$ cat src/rtl/mem_write_scheduler_if.sv
// Requester and memory-write bundle for mem_write_scheduler.
// The master side drives requests and observes grants and writes; the scheduler is the slave.
interface mem_write_scheduler_if #(
  parameter int WIDTH   = 64,
  parameter int DEPTH   = 32,
  parameter int NUM_REQ = 4
);
  localparam int AW = $clog2(DEPTH);

  logic [NUM_REQ-1:0]                req_valid;
  logic [NUM_REQ-1:0][AW-1:0]        req_addr;
  logic [NUM_REQ-1:0][WIDTH-1:0]     req_data;
  logic [NUM_REQ-1:0]                req_ready;
  logic                              we;
  logic [AW-1:0]                     waddr;
  logic [WIDTH-1:0]                  wdata;

  modport master (
    output req_valid, req_addr, req_data,
    input  req_ready, we, waddr, wdata
  );

  modport slave (
    input  req_valid, req_addr, req_data,
    output req_ready, we, waddr, wdata
  );
endinterface

$ cat src/rtl/mem_write_scheduler.sv
// Round-robin write scheduler for a single-port memory, with a zeroing sweep
// (INIT) after reset or clear before arbitration (RUN) begins.
module mem_write_scheduler #(
  parameter int WIDTH   = 64,
  parameter int DEPTH   = 32,
  parameter int NUM_REQ = 4
) (
  input  logic                  clock,
  input  logic                  reset,
  input  logic                  clear,
  output logic                  busy,
  mem_write_scheduler_if.slave  bus
);
  localparam int AW = $clog2(DEPTH);
  localparam int PW = (NUM_REQ > 1) ? $clog2(NUM_REQ) : 1;

  typedef enum logic {INIT, RUN} state_t;

  state_t              state;
  logic [AW-1:0]       cnt;
  logic [PW-1:0]       ptr;
  logic                we_p1;
  logic [AW-1:0]       waddr_p1;
  logic [WIDTH-1:0]    wdata_p1;

  logic [NUM_REQ-1:0]  gnt_vec;
  logic [PW-1:0]       gnt_idx;
  logic                gnt_any;
  logic [PW-1:0]       scan_idx;
  logic [PW-1:0]       ptr_next;

  // Stage p0: combinational round-robin search starting at ptr
  always_comb begin
    gnt_vec  = '0;
    gnt_idx  = '0;
    gnt_any  = 1'b0;
    scan_idx = '0;
    if (state == RUN && !clear) begin
      for (int k = 0; k < NUM_REQ; k++) begin
        scan_idx = PW'((int'(ptr) + k) % NUM_REQ);
        if (!gnt_any && bus.req_valid[scan_idx]) begin
          gnt_any = 1'b1;
          gnt_idx = scan_idx;
        end
      end
      if (gnt_any) gnt_vec[gnt_idx] = 1'b1;
    end
  end

  assign ptr_next      = PW'((int'(gnt_idx) + 1) % NUM_REQ);
  assign bus.req_ready = gnt_vec;
  assign busy          = (state == INIT);

  // Stage p1: registered memory write port and control state
  always_ff @(posedge clock or negedge reset) begin
    if (!reset) begin
      state    <= INIT;
      cnt      <= '0;
      ptr      <= '0;
      we_p1    <= 1'b0;
      waddr_p1 <= '0;
      wdata_p1 <= '0;
    end else begin
      case (state)
        INIT: begin
          if (clear) begin
            cnt   <= '0;
            we_p1 <= 1'b0;
          end else begin
            we_p1    <= 1'b1;
            waddr_p1 <= cnt;
            wdata_p1 <= '0;
            // Wrap explicitly at DEPTH-1 so non-power-of-two depths stay in range.
            if (cnt == AW'(DEPTH - 1)) begin
              cnt   <= '0;
              state <= RUN;
            end else begin
              cnt <= cnt + AW'(1);
            end
          end
        end
        RUN: begin
          if (clear) begin
            we_p1 <= 1'b0;
            cnt   <= '0;
            state <= INIT;
          end else if (gnt_any) begin
            we_p1    <= 1'b1;
            waddr_p1 <= bus.req_addr[gnt_idx];
            wdata_p1 <= bus.req_data[gnt_idx];
            ptr      <= ptr_next;
          end else begin
            we_p1 <= 1'b0;
          end
        end
        default: state <= INIT;
      endcase
    end
  end

  assign bus.we    = we_p1;
  assign bus.waddr = waddr_p1;
  assign bus.wdata = wdata_p1;
endmodule

$ cat src/flat_wrapper.sv
// flat-port wrapper written by rule: the top's interface ports become plain ports
module mem_write_scheduler_flat 
#(
  parameter int WIDTH   = 64,
  parameter int DEPTH   = 32,
  parameter int NUM_REQ = 4
)
  (clock, reset, clear, busy, bus_req_valid, bus_req_addr, bus_req_data, bus_req_ready, bus_we, bus_waddr, bus_wdata);
  mem_write_scheduler_if #(.WIDTH(WIDTH), .DEPTH(DEPTH), .NUM_REQ(NUM_REQ)) bus_i ();
  input  logic clock;
  input  logic reset;
  input  logic clear;
  output logic busy;
  input wire logic [$bits(bus_i.req_valid)-1:0] bus_req_valid;
  input wire logic [$bits(bus_i.req_addr)-1:0] bus_req_addr;
  input wire logic [$bits(bus_i.req_data)-1:0] bus_req_data;
  output wire logic [$bits(bus_i.req_ready)-1:0] bus_req_ready;
  output wire logic [$bits(bus_i.we)-1:0] bus_we;
  output wire logic [$bits(bus_i.waddr)-1:0] bus_waddr;
  output wire logic [$bits(bus_i.wdata)-1:0] bus_wdata;
  assign bus_i.req_valid = bus_req_valid;
  assign bus_i.req_addr = bus_req_addr;
  assign bus_i.req_data = bus_req_data;
  assign bus_req_ready = bus_i.req_ready;
  assign bus_we = bus_i.we;
  assign bus_waddr = bus_i.waddr;
  assign bus_wdata = bus_i.wdata;
  mem_write_scheduler #(.WIDTH(WIDTH), .DEPTH(DEPTH), .NUM_REQ(NUM_REQ)) u_core (.clock(clock), .reset(reset), .clear(clear), .busy(busy), .bus(bus_i));
endmodule
$ cat config.mk
export PLATFORM = sky130hd
export DESIGN_NAME = mem_write_scheduler_flat
export DESIGN_NICKNAME = d
export VERILOG_FILES = /design/src/rtl/mem_write_scheduler_if.sv /design/src/rtl/mem_write_scheduler.sv /design/src/flat_wrapper.sv
export SDC_FILE = /design/constraint.sdc
export NUM_CORES = 1
export LEC_CHECK = 0
export ABC_CLOCK_PERIOD_IN_PS = 5200
export BUFFER_PORTS_ARGS = -buffer_cell sky130_fd_sc_hd__buf_2
export CORE_AREA = 2 2 160 162
export CTS_BUF_LIST = sky130_fd_sc_hd__clkbuf_16
export DETAILED_ROUTE_END_ITERATION = 10
export DIE_AREA = 0 0 162 164
export HOLD_SLACK_MARGIN = 0.15
export SETUP_SLACK_MARGIN = 0.5
export SLEW_MARGIN = 5
export SYNTH_ARGS = -nofsm -noshare
export SYNTH_HDL_FRONTEND = slang
export SYNTH_SLANG_ARGS = --single-unit
$ cat constraint.sdc
create_clock -name clock -period 5.2 [get_ports clock]
set_clock_uncertainty 0.15 [all_clocks]
set_input_delay 1.04 -clock clock [delete_from_list [all_inputs] [get_ports clock]]
set_output_delay 1.04 -clock clock [all_outputs]
set_load 0.1 [all_outputs]
# Yosys cells after proc, flatten, opt, wreduce, memory -nomap -nowiden
# Index checks and enable logic that the tools add are counted.
[word_totals] mem_count=0 out_inout_bits=75 latchBits=0 ramBits=0 word_cells=86 mem_bits_ro=0 ff_bits=78 in_bits=283
[classes] mux=50 magnitude_cmp=7 bitwise_logic=2 n_eq_ne=5 multipliers=0 shift=0 div_mod_pow=0 reduce_logical=11 add_sub_neg=5
[op_table] op="$mux 64" count=4
[op_table] op="$bmux 64 s2" count=1
[op_table] op="$pmux 64 s2" count=1
[op_table] op="$mux 5" count=7
[op_table] op="$pmux 5 s2" count=2
[op_table] op="$mux 1" count=19
[op_table] op="$lt 2x3->1 const B" count=6
[op_table] op="$mux 2" count=6
[op_table] op="$bmux 5 s2" count=1
[op_table] op="$bmux 1 s2" count=4
[op_table] op="$mux 4" count=2
[op_table] op="$ne 2x2->1 const B" count=4
[op_table] op="$reduce_and 3->1" count=2
[op_table] op="$add 5x1->5 const B" count=1
[op_table] op="$eq 5x5->1 const B" count=1
[op_table] op="$logic_and 1x1->1" count=5
[op_table] op="$add 2x1->2 const B" count=2
[op_table] op="$add 2x2->2 const B" count=2
[op_table] op="$logic_not 1->1" count=4
[op_table] op="$pmux 1 s2" count=2
[op_table] op="$demux 1 s2" count=1
[op_table] op="$ge 2x1->1 const B" count=1
[op_table] op="$not 1->1" count=2

# Longest topological paths before layout
# Gate-level depths: netlist (run 1).
[depth] ltp_word=22 ltp_mapped=8 ltp_nobuf=6

# Worst setup path before layout (run 1)
# Ideal clock, no wire load.
[synth_timing] path_kind="input to output" from="input bus_req_valid[3]" to="output bus_req_ready[0]" cell_stages=6 path_buffers=3 path_slack_ns=-0.068 required_time_ns=4.010 t_arrival_ns=4.078 path_cell_list="buf_2 nor4_2 or3_1 clkbuf_1 clkbuf_1 nor3_1"
[synth_between] elab_chain_cells=22 word_cells_on_any_way=34 cone_classes="order compare (2); mux (25); reduce/logical (7)"
[synth_lines] item="from (decl)" line_no="flat_wrapper.sv:14" source="input wire logic [$bits(bus_i.req_valid)-1:0] bus_req_valid;"
[synth_lines] item="$bmux 1 s2" line_no="mem_write_scheduler.sv:41" source="if (!gnt_any && bus.req_valid[scan_idx]) begin"
[synth_lines] item="$mux 1 (not written as such)" line_no="mem_write_scheduler.sv:41"
[synth_lines] item="$mux 1" line_no="mem_write_scheduler.sv:41"
[synth_lines] item="$mux 1" line_no="mem_write_scheduler.sv:38" source="if (state == RUN && !clear) begin"
[synth_lines] item="$logic_not 1->1" line_no="mem_write_scheduler.sv:41"
[synth_lines] item="$logic_and 1x1->1" line_no="mem_write_scheduler.sv:41"
[synth_lines] item="$mux 1" line_no="mem_write_scheduler.sv:41"
[synth_lines] item="$mux 1" line_no="mem_write_scheduler.sv:38"
[synth_lines] item="(+6 left out)"
[synth_lines] item="$mux 2" line_no="mem_write_scheduler.sv:41"
[synth_lines] item="$mux 2" line_no="mem_write_scheduler.sv:38"
[synth_lines] item="$lt 2x3->1 (not written as such) / $ge 2x1->1 (equally long branches)" line_no="mem_write_scheduler.sv:46" source="if (gnt_any) gnt_vec[gnt_idx] = 1'b1;"
[synth_lines] item="$logic_and 1x1->1 (not written as such)" line_no="mem_write_scheduler.sv:46"
[synth_lines] item="$mux 1 (not written as such)" line_no="mem_write_scheduler.sv:46"
[synth_lines] item="$demux 1 s2"
[synth_lines] item="$mux 4 *" line_no="mem_write_scheduler.sv:46"
[synth_lines] item="$mux 4 *" line_no="mem_write_scheduler.sv:38"
[synth_lines] item="to (decl)" line_no="flat_wrapper.sv:17" source="output wire logic [$bits(bus_i.req_ready)-1:0] bus_req_ready;"
# Every way passes the cells marked *; elsewhere a longest branch is shown, timed or not. The select of a mux whose other input is x is not followed.

# Worst setup path after layout (run 1)
# Ends and elaborated chain as after synthesis.

==> results of run 1 <==
[report_power, final]
part / internal, uW / switching [uW] / leakage (uW) / total (uW)
Clock: 320 / 274 / 0.000134 / 594
Sequential: 616 / 12.8 / 0.00107 / 628
Combinational: 227 / 381 / 0.00256 / 608
Total: 1160 / 668 / 0.00376 / 1830
[logic make-up (layout without fill, tap and decap cells)]
| logic type | Yosys count | count (layout) | share of synthesized area (%) |
|---|---|---|---|
| XOR/XNOR | 1 | 1 | 0.142 |
| multiplexers | 48 | 48 | 7.81 |
| flip-flops | 78 | 78 | 31.7 |
| AND/OR/NAND/NOR | 135 | 135 | 17.5 |
| AO/OA/AOI/OAI | 298 | 298 | 35.9 |
| buffers and inverters | 83 | 392 | 6.53 |
| adder cells (fa/ha/maj) | 2 | 2 | 0.407 |
| other | 0 | 3 | 0 |
[routing by layer]
layer	routed length, um	vias up
met1	10900	3288
li1	-	3194
met3	2110	40
met2	12300	358
met5	0	-
met4	512	0
[synth_stat cells (all sizes together)]
master / number
a21oi: 93
inv: 2
o211a: 1
xnor2: 1
and2: 1
o21ai: 4
or2: 2
mux2i: 48
ha: 2
a21bo: 1
or3: 1
nand4: 7
o31ai: 24
nand3: 8
a2111o: 1
o21a: 1
a21o: 8
a31o: 1
buf: 39
o211ai: 1
nand2b: 3
nor2: 13
nand4b: 1
nor4b: 63
and3: 1
a211oi: 127
a31oi: 11
dfrtp: 78
o22ai: 5
nor4: 2
nor3: 7
clkbuf: 42
nand2: 24
o31a: 19
nand3b: 1
and4: 1
a21boi: 1
[registers in the layout, summed over array words and instances (netlist names)]
register          flops
u_core.bus.waddr      5
u_core.bus.wdata     64
u_core.bus.we         1
u_core.cnt            5
u_core.ptr            2
u_core.state          1
[layout make-up]
type	count	area (sq um)	area share, %
Antenna cell	3	7.51	0.0889
Clock buffer	9	225	2.67
Inverter	2	7.51	0.0889
Multi-Input combinational cell	484	3860	45.6
Sequential cell	78	1950	23.1
Clock inverter	7	42.5	0.504
Timing Repair Buffer	374	1940	23.0
Tap cell	330	413	4.89
[path summary, 6_finish.rpt]
path | from | end | slack (ns) | cells past startpoint
worst max register to register | u_core.state$_DFF_PN0_ | u_core.bus.wdata[41]$_DFFE_PN0P_ | 2.25 | 7
worst max-delay path | bus_req_valid[3] | bus_req_ready[0] | 1.19 | 7
min in group asynchronous | reset | u_core.bus.wdata[31]$_DFFE_PN0P_ | 0.51 | 1
max in group asynchronous | reset | u_core.bus.wdata[15]$_DFFE_PN0P_ | 3.39 | 2
worst min-delay path | u_core.bus.wdata[23]$_DFFE_PN0P_ | u_core.bus.wdata[23]$_DFFE_PN0P_ | 0.33 | 2
worst min register to register | u_core.bus.wdata[23]$_DFFE_PN0P_ | u_core.bus.wdata[23]$_DFFE_PN0P_ | 0.33 | 2
[worst reg2reg max path: cells and delay by family, from the launching register on]
kind	cells	cell delay [ns]
AOI/OAI and AO/OA	2	0.67
buffers and inverters	3	0.96
DFF	1	0.61
and+or+nand+nor	2	0.43
[placed cells by master (no fill, tap or decap), drive strengths merged, types with 5 or more instances in the layout]
| cell | synthesis | layout |
|---|---|---|
| buf | 39 | 374 |
| a211oi | 127 | 127 |
| a21oi | 93 | 93 |
| dfrtp | 78 | 78 |
| nor4b | 63 | 63 |
| mux2i | 48 | 48 |
| nand2 | 24 | 24 |
| o31ai | 24 | 24 |
| o31a | 19 | 19 |
| nor2 | 13 | 13 |
| a31oi | 11 | 11 |
| clkbuf | 42 | 9 |
| a21o | 8 | 8 |
| nand3 | 8 | 8 |
| nand4 | 7 | 7 |
| nor3 | 7 | 7 |
| o22ai | 5 | 5 |
| clkinv | 0 | 5 |
[per-stage QoR]
stage          hold WS [ns]  total power, uW  TNS (ns)  cell area (sq um)
2_1_floorplan         0.369             1010    -0.136               6150
3_3_place_gp          0.309             1240         0               8170
3_5_place_dp          0.310             1250         0               8170
4_1_cts               0.327             1850         0               8440
5_1_grt               0.352             1930         0               8440
6_report              0.326             1830         0               8450
==> impl_metrics.json, run 1 <==
{
  "vdd_drop_max_v": 0.000124,
  "maxClockFrequency_mhz": 250,
  "syn-cell-area_sq_um": 6150,
  "drt_iter0_drc": 530,
  "fillers": 2662,
  "cellPowerDensity_nw_per_um2": 217,
  "fp.dieH_um": 164,
  "wire_per_inst_um": 20.1,
  "gr-usage-met2_pct": 30.8,
  "place_ws_ns": 1.20,
  "dieArea_sq_um": 26600,
  "cts_tree": "built",
  "dp_hpwl_um": 18400,
  "use_met1_pct": 24.5,
  "timing.critical_path.slowest_stage_cell": "buf_2",
  "grt-ovfl-total": 0,
  "nNetsFinal": 1234,
  "syn_nets": 930,
  "synthTopCellsByArea": "dfrtp_1, a211oi_1, a211oi_2, mux2i_1, a21oi_1",
  "port_buffers": 357,
  "fin_cells": 1287,
  "cts_max_level": 3,
  "rows": 58,
  "start_kind": "input port",
  "antenna_found_initial": 4,
  "clkTransAtPathRegs_ns": 0.07,
  "p_leak_uw": 0.00376,
  "post-route-period-util_pct": 77.0,
  "finalWirelength_um": 25800,
  "avgViaCountPerCell": 5.35,
  "path_delay_family": "buffers and inverters",
  "routabilityCongestion": 0.858,
  "grt_max_degree": 94,
  "post_cts_buffers": 0,
  "cts_resized": 0,
  "grt_pass1_vias": 6704,
  "grtUsageTotal_pct": 18.8,
  "worst-setup-path-type": "in2out",
  "max-slew-margin-rel_pct": 35.2,
  "cp.required_ns": 4.01,
  "dp_cells": 1268,
  "status": "finished, final reports clean",
  "drc": 0,
  "ys_warn_count": 0,
  "die_w_um": 162,
  "setup_ws_ns": 1.19,
  "synth_seq_cells": 78,
  "core_area_sq_um": 24800,
  "worstSkewPairLatency_ns": 0.34,
  "syn_area_per_cell_sq_um": 9.54,
  "ant_nets": 0,
  "worstPathArrival_ns": 2.82,
  "initial_core_util_pct": 24.8,
  "area.growth.synth_to_final_pct": 37.3,
  "clock-root-buffer": "clkbuf_16",
  "critical_path.max_fanout": 26,
  "netlist.area_leader.share_pct": 31.7,
  "path_buf_inv": 3,
  "clock_path_buffers": 2,
  "final_core_util_pct": 34.0,
  "use_met3_pct": 4.44,
  "crit_chain": "buf_2 -> mux2i_1 -> and2_1 -> buf_4 -> nor3_4 -> nor3_1 -> buf_2",
  "drt-pass1-iter-count": 5,
  "setup_viol_count_final": 0,
  "holdBufCountCts": 0,
  "tightest_slew_ns": 0.971,
  "worstHoldPathType": "reg2reg",
  "ys_types": 44,
  "yosys.area.top_type": "dfrtp_1",
  "io_pins": 358,
  "hold_viol": 0,
  "cts_made_buffers": 9,
  "grt_pass1_wl_um": 38600,
  "slew_violations": 0,
  "cts_sinks": 78,
  "max_stage_delay_ns": 0.50,
  "ys_seq_area_share_pct": 31.7,
  "period_needed_ns": 4.01,
  "maxCapViolCount": 0,
  "drive_above_1_share_pct": 48.8,
  "rsz0062_at_grt": "no",
  "syn_inst": 645,
  "num_vias": 6880,
  "cp-end-kind": "output pin",
  "cpMostUsedCell": "buf_2",
  "top_usage_layer": "met2"
}
Note: power is estimated with default switching activity, not from simulation.
==> run 2: changes to the inputs <==
--- a/config.mk
+++ b/config.mk
@@ -5,7 +5,7 @@
 export SDC_FILE = /design/constraint.sdc
 export NUM_CORES = 1
 export LEC_CHECK = 0
-export ABC_CLOCK_PERIOD_IN_PS = 5200
+export ABC_CLOCK_PERIOD_IN_PS = 3600
 export BUFFER_PORTS_ARGS = -buffer_cell sky130_fd_sc_hd__buf_2
 export CORE_AREA = 2 2 160 162
 export CTS_BUF_LIST = sky130_fd_sc_hd__clkbuf_16
==> constraint.sdc (replaced) <==
create_clock -name clock -period 3.6 [get_ports clock]
set_clock_uncertainty 0.15 [all_clocks]
set_input_delay 0.72 -clock clock [delete_from_list [all_inputs] [get_ports clock]]
set_output_delay 0.72 -clock clock [all_outputs]
set_load 0.1 [all_outputs]
==> impl_metrics.json, run 2 (synthesized netlist as in run 1, its figures left out) <==
{
  "status": "finished, final reports clean",
  "worstHoldPathType": "in2async",
  "cp.required_ns": 2.73,
  "cts_resized": 0,
  "port_buffers": 357,
  "pwr-share-clk_pct": 35.8,
  "finalWirelength_um": 25700,
  "core_area_sq_um": 24800,
  "routabilityCongestion": 0.792,
  "p_sw_uw": 982,
  "largest_register_ffs": 64,
  "cellPowerDensity_nw_per_um2": 325,
  "num_vias": 6778,
  "drt_iter0_drc": 462,
  "post-route-period-util_pct": 81.9,
  "fillers": 2612,
  "finalSetupTns_ns": 0,
  "clock_path_buffers": 2,
  "grt_pass1_vias": 6698,
  "p_leak_uw": 0.00385,
  "fp.dieH_um": 164,
  "n_antenna_cell": 0,
  "crit_chain": "buf_2 -> nand4b_1 -> a21boi_1 -> nand3_2 -> nor2_4 -> buf_2",
  "drc": 0,
  "grtUsageTotal_pct": 18.8,
  "area.growth.synth_to_final_pct": 40.9,
  "drt-pass1-iter-count": 5,
  "initial_core_util_pct": 24.8,
  "setup_viol_count_final": 0,
  "avgViaCountPerCell": 5.25,
  "critical_path.max_fanout": 9,
  "cts_tree": "built",
  "cpMostUsedCell": "buf_2",
  "final_common_cell": "buf_2",
  "drive_above_1_share_pct": 50.1,
  "cp-end-kind": "output pin",
  "post_cts_buffers": 0,
  "grt_pass1_wl_um": 38700,
  "wire_per_inst_um": 19.9,
  "grt-ovfl-total": 0,
  "grt_max_degree": 89,
  "final_core_util_pct": 34.9,
  "rows": 58,
  "antenna_found_initial": 3,
  "swShare_pct": 34.8,
  "placed_area_sq_um": 8350,
  "max-slew-margin-rel_pct": 47.6,
  "cts_sinks": 78,
  "holdBufCountCts": 0,
  "maxCapViolCount": 0,
  "slew_violations": 0,
  "final_cell_mix": "buf_2, a21oi_1, a211oi_1",
  "clkTransAtPathRegs_ns": 0.07,
  "io_pins": 358,
  "clock-root-buffer": "clkbuf_16",
  "start_kind": "input port",
  "ant_nets": 0,
  "maxClockFrequency_mhz": 339,
  "timing.critical_path.slowest_stage_cell": "buf_2",
  "vdd_drop_max_v": 0.000186,
  "worstSkewPairLatency_ns": 0.34,
  "worst-setup-path-type": "in2out",
  "cts_max_level": 3,
  "dp_hpwl_um": 18900,
  "pwr-share-comb_pct": 32.1,
  "dieArea_sq_um": 26600,
  "p_int_uw": 1840,
  "rsz0062_at_grt": "no",
  "hold_viol": 0,
  "nNetsFinal": 1241,
  "die_w_um": 162,
  "max_stage_delay_ns": 0.43,
  "seq_power_share_pct": 32.2,
  "tightest_slew_ns": 0.786,
  "cts_made_buffers": 9,
  "worstPathArrival_ns": 2.08,
  "postLayoutCellArea_sq_um": 8670,
  "period_needed_ns": 2.95
}
run 2: worst max-delay path: cells and delay by family:
kind | cells | cell delay [ns]
AOI/OAI and AO/OA | 1 | 0.32
buffers and inverters | 2 | 0.59
and+or+nand+nor | 3 | 0.44
run 2: power groups by stage:
stage	sequential [uW]	combinational, uW	clock [uW]
after floorplan	959	514	0
after global placement	923	904	0
after detailed placement	924	907	0
after CTS	907	909	1040
after global routing	909	979	1070
final	907	904	1010
run 2: final cells by class:
type	count	area, sq um	share of cell area (%)
well taps	330	413	4.76
flip-flops and latches	78	1950	22.5
inverters	2	11.3	0.130
clock inverters	7	90.1	1.04
repair buffers	381	2080	24.0
multi-input cells	484	3900	45.0
clock buffers	9	225	2.60
run 2: path summary, 6_finish.rpt:
kind                                                        from                                to  slack (ns)  depth (start not counted)
worst max-delay path                            bus_req_valid[3]                  bus_req_ready[2]        0.65                          6
worst min-delay path                                       reset  u_core.bus.wdata[39]$_DFFE_PN0P_        0.16                          1
worst max register to register         u_core.ptr[0]$_DFFE_PN0P_  u_core.bus.wdata[46]$_DFFE_PN0P_        1.08                          6
worst min register to register  u_core.bus.wdata[35]$_DFFE_PN0P_  u_core.bus.wdata[35]$_DFFE_PN0P_        0.32                          2
max in group asynchronous                                  reset  u_core.bus.wdata[59]$_DFFE_PN0P_        2.40                          2
min in group clock              u_core.bus.wdata[35]$_DFFE_PN0P_  u_core.bus.wdata[35]$_DFFE_PN0P_        0.32                          2
run 2: metal layers:
metal	vias up	GRT usage (%)	routed length, um
met5	-	0	40
met4	6	5.31	537
met3	44	3.94	1580
met2	292	30.9	12300
met1	3233	25.1	11200
li1	3203	-	-
run 2: stage by stage:
stage / instances / total power [uW] / hold slack (ns) / setup WS, ns
finish: 1291 / 2820 / 0.160 / 0.653
global route: 1291 / 2960 / 0.175 / 0.534
detailed placement: 1275 / 1830 / 0.313 / 0.671
floorplan: 645 / 1470 / 0.274 / 0.225
global placement: 1275 / 1830 / 0.308 / 0.696
CTS: 1291 / 2860 / 0.156 / 0.641
